<file path="config.mk">
export PLATFORM = sky130hd
export DESIGN_NAME = i2s_audio_out
export DESIGN_NICKNAME = d
export VERILOG_FILES = /design/src/rtl/audio_pkg.sv /design/src/rtl/i2s_clkgen.sv /design/src/rtl/i2s_audio_out.sv
export SDC_FILE = /design/constraint.sdc
export NUM_CORES = 1
export LEC_CHECK = 0
export CORE_MARGIN = 1.5
export CORE_UTILIZATION = 49
export DETAILED_ROUTE_END_ITERATION = 8
export GPL_ROUTABILITY_DRIVEN = 0
export PLACE_DENSITY = 0.82
export SYNTH_ARGS = -nofsm -noshare
export SYNTH_HDL_FRONTEND = slang
export SYNTH_HIERARCHICAL = 1
export SYNTH_SLANG_ARGS = --single-unit
</file>
<file path="constraint.sdc">
create_clock -name AUD_XCK -period 2.2 [get_ports AUD_XCK]
set_input_delay 0.44 -clock AUD_XCK [delete_from_list [all_inputs] [get_ports AUD_XCK]]
set_output_delay 0.44 -clock AUD_XCK [all_outputs]
set_load 0.02 [all_outputs]
</file>
<file path="src/rtl/audio_pkg.sv">
// Codec audio constants shared by the I2S transmitter and the line-in receiver.
package audio_pkg;
   localparam int   XCK_PER_BCK_HALF = 6;
   localparam int   AUDIO_SAMPLE_W   = 16;
   localparam logic LRCK_LEFT        = 1'b0;

   function automatic int cnt_width(input int n);
      return (n > 1) ? $clog2(n) : 1;
   endfunction
endpackage

</file>
<file path="src/rtl/i2s_clkgen.sv">
// BCK/LRCK generator from XCK: registered clocks plus a bck_fall strobe and end-of-slot strobe.
// Strobes are combinational and valid in the XCK cycle whose closing edge drops BCK; no backpressure.
module i2s_clkgen
   import audio_pkg::*;
#(
   parameter int BCK_HALF = XCK_PER_BCK_HALF,
   parameter int SAMPLE_W = AUDIO_SAMPLE_W
) (
   input  logic clk,
   input  logic rst,
   output logic bck,
   output logic lrck,
   output logic bck_fall,
   output logic slot_end
);
   localparam int DIV_W = cnt_width(BCK_HALF);
   localparam int BIT_W = cnt_width(SAMPLE_W);
   localparam logic [DIV_W-1:0] DIV_LAST = DIV_W'(BCK_HALF - 1);
   localparam logic [BIT_W-1:0] BIT_LAST = BIT_W'(SAMPLE_W - 1);

   logic [DIV_W-1:0] div_cnt_q, div_cnt_d;
   logic [BIT_W-1:0] bit_cnt_q, bit_cnt_d;
   logic             bck_q, bck_d;
   logic             lrck_q, lrck_d;
   logic             div_wrap;

   always_comb begin
      div_wrap  = (div_cnt_q == DIV_LAST);
      bck_fall  = div_wrap && bck_q;
      slot_end  = bck_fall && (bit_cnt_q == BIT_LAST);
      div_cnt_d = div_wrap ? '0 : div_cnt_q + 1'b1;
      bck_d     = div_wrap ? ~bck_q : bck_q;
      bit_cnt_d = bit_cnt_q;
      lrck_d    = lrck_q;
      // LRCK only ever changes together with a BCK fall.
      if (bck_fall) begin
         bit_cnt_d = slot_end ? '0 : bit_cnt_q + 1'b1;
         if (slot_end) lrck_d = ~lrck_q;
      end
   end

   always_ff @(posedge clk or posedge rst) begin
      if (rst) begin
         div_cnt_q <= '0;
         bit_cnt_q <= '0;
         bck_q     <= 1'b0;
         lrck_q    <= LRCK_LEFT;
      end else begin
         div_cnt_q <= div_cnt_d;
         bit_cnt_q <= bit_cnt_d;
         bck_q     <= bck_d;
         lrck_q    <= lrck_d;
      end
   end

   assign bck  = bck_q;
   assign lrck = lrck_q;
endmodule

</file>
<file path="src/rtl/i2s_audio_out.sv">
// I2S DAC transmitter: stereo frames in over valid/ready, MSB-first serial out with the one-bit I2S delay.
// Latency up to ~1 frame + 1 BCK; one hold register, ready stays low from accept until the next frame load.
module i2s_audio_out
   import audio_pkg::*;
#(
   parameter int BCK_HALF = XCK_PER_BCK_HALF,
   parameter int SAMPLE_W = AUDIO_SAMPLE_W
) (
   input  logic                AUD_XCK,
   input  logic                reset,
   input  logic [SAMPLE_W-1:0] left_in,
   input  logic [SAMPLE_W-1:0] right_in,
   input  logic                sample_valid,
   output logic                sample_ready,
   output logic                AUD_BCK,
   output logic                AUD_DACLRCK,
   output logic                AUD_DACDAT,
   output logic                underrun
);
   logic                bck_fall, slot_end, lrck;
   logic [SAMPLE_W-1:0] hold_l_q, hold_l_d, hold_r_q, hold_r_d;
   logic [SAMPLE_W-1:0] frame_l_q, frame_l_d, frame_r_q, frame_r_d;
   logic [SAMPLE_W-1:0] shift_q, shift_d;
   logic                hold_full_q, hold_full_d;
   logic                dacdat_q, dacdat_d;
   logic                underrun_q, underrun_d;

   i2s_clkgen #(.BCK_HALF(BCK_HALF), .SAMPLE_W(SAMPLE_W)) u_clkgen (
      .clk      (AUD_XCK),
      .rst      (reset),
      .bck      (AUD_BCK),
      .lrck     (lrck),
      .bck_fall (bck_fall),
      .slot_end (slot_end)
   );

   always_comb begin
      hold_l_d    = hold_l_q;
      hold_r_d    = hold_r_q;
      hold_full_d = hold_full_q;
      frame_l_d   = frame_l_q;
      frame_r_d   = frame_r_q;
      shift_d     = shift_q;
      dacdat_d    = dacdat_q;
      underrun_d  = 1'b0;
      // Top of shift reg is the next bit out; after 15 shifts it holds the LSB for the k=0 fall.
      if (bck_fall) begin
         dacdat_d = shift_q[SAMPLE_W-1];
         if (slot_end) begin
            if (lrck != LRCK_LEFT) begin
               if (hold_full_q) begin
                  frame_l_d   = hold_l_q;
                  frame_r_d   = hold_r_q;
                  hold_full_d = 1'b0;
               end else begin
                  frame_l_d  = '0;
                  frame_r_d  = '0;
                  underrun_d = 1'b1;
               end
               shift_d = frame_l_d;
            end else begin
               shift_d = frame_r_q;
            end
         end else begin
            shift_d = {shift_q[SAMPLE_W-2:0], 1'b0};
         end
      end
      // Accept is evaluated after the load so a same-cycle frame waits for the next load.
      if (sample_valid && !hold_full_q) begin
         hold_l_d    = left_in;
         hold_r_d    = right_in;
         hold_full_d = 1'b1;
      end
   end

   always_ff @(posedge AUD_XCK or posedge reset) begin
      if (reset) begin
         hold_l_q    <= '0;
         hold_r_q    <= '0;
         hold_full_q <= 1'b0;
         frame_l_q   <= '0;
         frame_r_q   <= '0;
         shift_q     <= '0;
         dacdat_q    <= 1'b0;
         underrun_q  <= 1'b0;
      end else begin
         hold_l_q    <= hold_l_d;
         hold_r_q    <= hold_r_d;
         hold_full_q <= hold_full_d;
         frame_l_q   <= frame_l_d;
         frame_r_q   <= frame_r_d;
         shift_q     <= shift_d;
         dacdat_q    <= dacdat_d;
         underrun_q  <= underrun_d;
      end
   end

   assign sample_ready = !hold_full_q;
   assign AUD_DACLRCK  = lrck;
   assign AUD_DACDAT   = dacdat_q;
   assign underrun     = underrun_q;
endmodule

</file>
# Yosys cells after proc, flatten, opt, wreduce, memory -nomap -nowiden
# Cells that the tools add are included.
[classes] n_addsub=2 multipliers=0 div=0 order_cmp=0 eq_ne=2 n_shift=0 mux=14 bitwise=2 reduce_logical=10
[ops] cell="$mux 16" n=4
[ops] cell="$mux 1" n=8
[ops] cell="$reduce_and 3->1" n=2
[ops] cell="$reduce_bool 2->1" n=3
[ops] cell="$add 4x1->4 const B" n=1
[ops] cell="$eq 4x4->1 const B" n=1
[ops] cell="$mux 4" n=1
[ops] cell="$add 3x1->3 const B" n=1
[ops] cell="$eq 3x3->1 const B" n=1
[ops] cell="$logic_and 1x1->1" n=3
[ops] cell="$mux 3" n=1
[ops] cell="$not 1->1" n=2
[ops] cell="$reduce_and 2->1" n=1
[ops] cell="$logic_not 1->1" n=1
[word_totals] regBits=76 latchBits=0 mem_bits_rw=0 rom_bits=0 inputBits=35 n_memories=0

# Depth between registers and ports, before layout
# Gate-level depths: netlist (run 1).
[logic_depth] depth_word=6 mapped_depth=7

# Modules after synthesis
# The synthesis (run 1) kept the hierarchy.
[modules_own_cells] mod="i2s_audio_out" instances=1 cells_each=196 area_per_inst_um2=2671.3
[modules_own_cells] mod="i2s_clkgen" instances=1 cells_each=35 area_per_inst_um2=395.4

# Least setup slack after synthesis (run 1)
# Ideal clock, no wire load.
[synth_path] path_kind="register -> register" from="reg u_clkgen.bck_q (netlist: u_clkgen/bck)" to="reg frame_r_q[0]" arrival_ns=1.778 t_required_ns=2.079 path_slack_ns=0.301 stages_incl_launch_ff=7 n_path_buf=1 synth_period_minus_slack_ns=1.899 cell_sequence="dfrtp_1 > nand4b_4 > nor2_1 > and2_1 > nand2_2 > buf_2 > a22o_1"
[synth_between] elab_chain_len=3
[synth_rtl] item="start: declaration" line="i2s_clkgen.sv:23" source="logic bck_q, bck_d;"
[synth_rtl] item="start signal: assignment" line="i2s_clkgen.sv:51" source="bck_q <= bck_d;"
[synth_rtl] item="$logic_and 1x1->1" line="i2s_clkgen.sv:29" source="bck_fall = div_wrap && bck_q;"
[synth_rtl] item="$logic_and 1x1->1" line="i2s_clkgen.sv:30" source="slot_end = bck_fall && (bit_cnt_q == BIT_LAST);"
[synth_rtl] item="net slot_end" line="i2s_audio_out.sv:20" source="logic bck_fall, slot_end, lrck;"
[synth_rtl] item="$reduce_and 3->1 (no source line)"
[synth_rtl] item="end signal: assignment" line="i2s_audio_out.sv:91" source="frame_r_q <= frame_r_d;"
[synth_rtl] item="end: declaration" line="i2s_audio_out.sv:22" source="logic [SAMPLE_W-1:0] frame_l_q, frame_l_d, frame_r_q, frame_r_d;"
# The timed path passes the listed nets, and every way through them passes these cells.
# A chain may end at the register's enable or synchronous reset.

# Final worst setup path (run 1)
[layout_path] from="reg hold_full_q" to="out sample_ready"
[layout_between] elab_chain_len=1
[layout_rtl] item="start: declaration" line="i2s_audio_out.sv:24" source="logic hold_full_q, hold_full_d;"
[layout_rtl] item="start signal: assignment" line="i2s_audio_out.sv:89" source="hold_full_q <= hold_full_d;"
[layout_rtl] item="$logic_not 1->1" line="i2s_audio_out.sv:98" source="assign sample_ready = !hold_full_q;"
[layout_rtl] item="end: declaration" line="i2s_audio_out.sv:14" source="output logic sample_ready,"
# No other way between the ends.

==> results of run 1 <==
layout make-up:
type	count	area, um^2
timing repair buffer	45	460.4
inverter	7	26.28
clock buffer	9	123.9
fill	447	2217
multi-input combinational	134	1066
clock inverter	7	101.3
tap	75	93.84
sequential	76	1902
worst min path at each step:
| stage | from | slack, ns | depth (start not counted) | end |
|---|---|---|---|---|
| 2_1_floorplan | reset | 0.27 | 1 | u_clkgen/bck |
| 3_3_place_gp | u_clkgen/bit_cnt_q[3] | 0.47 | 1 | u_clkgen/bit_cnt_q[3] |
| 3_5_place_dp | hold_l_q[7] | 0.48 | 1 | hold_l_q[7] |
| 4_1_cts | reset | 0.40 | 2 | u_clkgen/lrck |
| 5_1_grt | reset | 0.45 | 2 | u_clkgen/div_cnt_q[0] |
| 6_report | reset | 0.39 | 2 | u_clkgen/div_cnt_q[0] |
power groups by stage:
stage          clock network [uW]  logic [uW]  registers [uW]
3_5_place_dp                    0         159            1530
2_1_floorplan                   0        79.9            1520
3_3_place_gp                    0         152            1530
4_1_cts                      1190         159            1500
6_report                     1180         155            1500
5_1_grt                      1260         171            1510
routing by layer:
| layer | wire (um) | share of wire [%] | vias to the layer above |
|---|---|---|---|
| met1 | 2603 | 45 | 1005 |
| li1 | - | - | 937 |
| met3 | 261 | 4.5 | 11 |
| met2 | 2768 | 48 | 49 |
| met5 | 0 | 0 | - |
| met4 | 135 | 2.3 | 0 |
flip-flops by register name, summed over array words and instances (netlist names):
name	cells
hold_r_q	16
u_clkgen/lrck	1
AUD_DACDAT	1
hold_l_q	16
underrun	1
u_clkgen/bck	1
frame_r_q	16
shift_q	16
hold_full_q	1
u_clkgen/bit_cnt_q	4
u_clkgen/div_cnt_q	3
through the flow:
step	util [%]	instance area, um^2	instances	hold slack [ns]
floorplan	-	3067	231	0.2679
global placement	59.23	3548	337	0.4713
detailed placement	59.23	3548	337	0.4783
CTS	62.99	3774	353	0.3977
global route	62.99	3774	353	0.4473
finish	62.99	3774	353	0.3934
layout by cell type, fill, tap and decap left out, types with 2 or more instances in the layout:
cell	netlist	layout
a211oi_1	5	5
xnor2_1	2	2
mux2_1	2	2
mux2_2	32	32
bufinv_16	0	2
clkinv_4	0	3
inv_2	2	3
clkdlybuf4s50_1	0	39
buf_12	0	2
a221oi_1	15	15
o22ai_1	10	10
inv_1	5	4
dfrtp_1	76	76
clkbuf_8	0	9
and2_1	2	2
a22o_1	16	16
buf_4	3	4
nor2_1	26	26
nand2_1	7	7
clkinvlp_4	0	2
logic make-up after synthesis:
group / share of synthesized area [%]
muxes: 12.81
DFF: 62.02
AOI/OAI and AO/OA: 13.26
and+or+nand+nor: 7.344
buffers and inverters: 3.305
adders and majority gates: 0.4079
xor gates and xnor gates: 0.8569
critical path, stage by stage (launching register included):
cell,delay (ns)
dfrtp_1,0.43
inv_1,0.15
clkdlybuf4s50_1,0.62
==> flow_metrics.py, run 1 <==
metrics = {
    "floorplan": {
        "rows": 28,
        "die_y_um": 82.11,
        "initial_core_util_pct": 51.19,
        "design.die.area_um2": 6742,
        "io_pins": 40,
        "core_um2": 5991,
        "fp.dieW_um": 82.11,
    },
    "layout": {
        "drive_gt1_share_pct": 22.30,
        "layout.nets": 309,
        "area_growth_pct": 23.05,
        "n_antenna_cell": 0,
    },
    "logic_synthesis": {
        "synthesis.area_um2": 3067,
        "synth_cells": 231,
        "synthTopCellsByArea": "dfrtp_1 62%, mux2_2 12%, a22o_1 4.6%",
        "avgSynthCellArea_um2": 13.28,
        "async_flop_share_pct": 100.0,
        "ys_seq_elements": 76,
        "yosysTopAreaCellShare_pct": 62.02,
        "syn_nets": 267,
        "synth.most_common_cell": "dfrtp_1",
        "synth-edff-count": 0,
        "ys_seq_area_share_pct": 62.02,
        "synth_common_cells": "76 x dfrtp_1, 32 x mux2_2, 26 x nor2_1",
        "synth_top_area_cell": "dfrtp_1",
        "synth_cell_types": 35,
        "yosys_warnings": 6,
        "synth_flop_cell": "dfrtp_1",
    },
    "timing": {
        "min_period_over_period_pct": 90.26,
        "finalCriticalPeriod_ns": 1.986,
        "maxSlewHeadroom_pct": 60.67,
        "fmax_mhz": 503.6,
        "finalSetupTns_ns": 0,
        "drv_slew": 0,
        "worstMarginPinSlew_ns": 0.5900,
        "fin_ws_ns": 0.2143,
        "setup_viol": 0,
        "grt_setup_unrepaired": "no",
        "clock_skew_ns": 0.008066,
        "hold_viol_final": 0,
    },
    "worst_setup_path": {
        "cp_data_arrival_time_ns": 1.55,
        "crit_end": "sample_ready",
        "crit_fanout": 5,
        "crit_type": "register to output port",
        "cp-startpoint": "hold_full_q",
        "start_kind": "register",
        "cp-end-kind": "output port",
        "r2r_end": "shift_q[0]",
        "r2r_start": "u_clkgen/bit_cnt_q[0]",
        "cp.required_ns": 1.76,
        "worstRegToRegCells": 8,
        "r2r_slack_ns": 0.33,
    },
    "routing": {
        "drt_iter0_drc": 165,
        "wl_per_cell_um": 16.34,
        "vias_per_cell": 5.671,
        "vias": 2002,
        "wl_mm": 5.769,
        "ant_nets": 0,
        "drt_pre_antenna_iters": 4,
        "drc": 0,
    },
    "global_route": {
        "grt_start_max_net_pins": 68,
        "met1_usage_pct": 28.27,
        "grt_pass1_wl_mm": 9.701,
        "grt_usage_pct": 20.16,
        "grt_overflow": 0,
        "grt_pass1_vias": 1956,
        "gr-usage-met3_pct": 4.066,
        "top_usage_layer": "met2",
        "global_route.usage.met2_pct": 28.61,
        "grt_antenna_before_repair": 0,
    },
    "job": {
        "drv_cap": 0,
    },
    "cts": {
        "post_cts_buffers": 0,
        "clkSinkCount": 76,
        "htree_levels": 3,
        "clock_path_buffers": 2,
        "ctsResizeCount": 0,
        "postCtsHoldBufs": 0,
        "cts_tree": "built",
        "clk_latency_ns": 0.36,
        "clk_root_buffer_cell": "clkbuf_8",
        "clk_pin_slew_worst_paths_ns": 0.08,
        "cts_buffers": 9,
    },
    "power": {
        "p_seq_share_pct": 53.0,
        "p_sw_share_pct": 21.99,
        "pwr-share-clk_pct": 41.5,
        "p_switching_uw": 623.7,
        "p_leak_uw": 0.001710,
        "combPwrFrac_pct": 5.5,
        "power.total_uw": 2836,
        "pwr_density_cell_nw_per_um2": 751.6,
        "internal_power_uw": 2212,
        "irDropWorstVdd_v": 0.0004951,
    },
    "run_status": {
        "status": "finished, final reports clean",
    },
    "placed_design": {
        "io_buffers": 39,
        "dp_hpwl_mm": 3.858,
        "dp_slack_ns": 0.3592,
    },
    "min_path": {
        "hold_path_class": "input port to asynchronous set/reset pin",
    },
}
(Power assumes the default switching activity.)
==> run 2: changes to the inputs <==
--- a/config.mk
+++ b/config.mk
@@ -10,6 +10,7 @@
 export DETAILED_ROUTE_END_ITERATION = 8
 export GPL_ROUTABILITY_DRIVEN = 0
 export PLACE_DENSITY = 0.82
+export SLEW_MARGIN = 20
 export SYNTH_ARGS = -nofsm -noshare
 export SYNTH_HDL_FRONTEND = slang
 export SYNTH_HIERARCHICAL = 1
==> results of run 2 <==
Same layout as run 1: the final DEF is identical, and so are final timing and power.
==> run 3: changes to the inputs <==
--- a/config.mk
+++ b/config.mk
@@ -10,7 +10,7 @@
 export DETAILED_ROUTE_END_ITERATION = 8
 export GPL_ROUTABILITY_DRIVEN = 0
 export PLACE_DENSITY = 0.82
-export SLEW_MARGIN = 20
+export SLEW_MARGIN = 10
 export SYNTH_ARGS = -nofsm -noshare
 export SYNTH_HDL_FRONTEND = slang
 export SYNTH_HIERARCHICAL = 1
==> results of run 3 <==
Same layout as run 1: the final DEF is identical, and so are final timing and power.
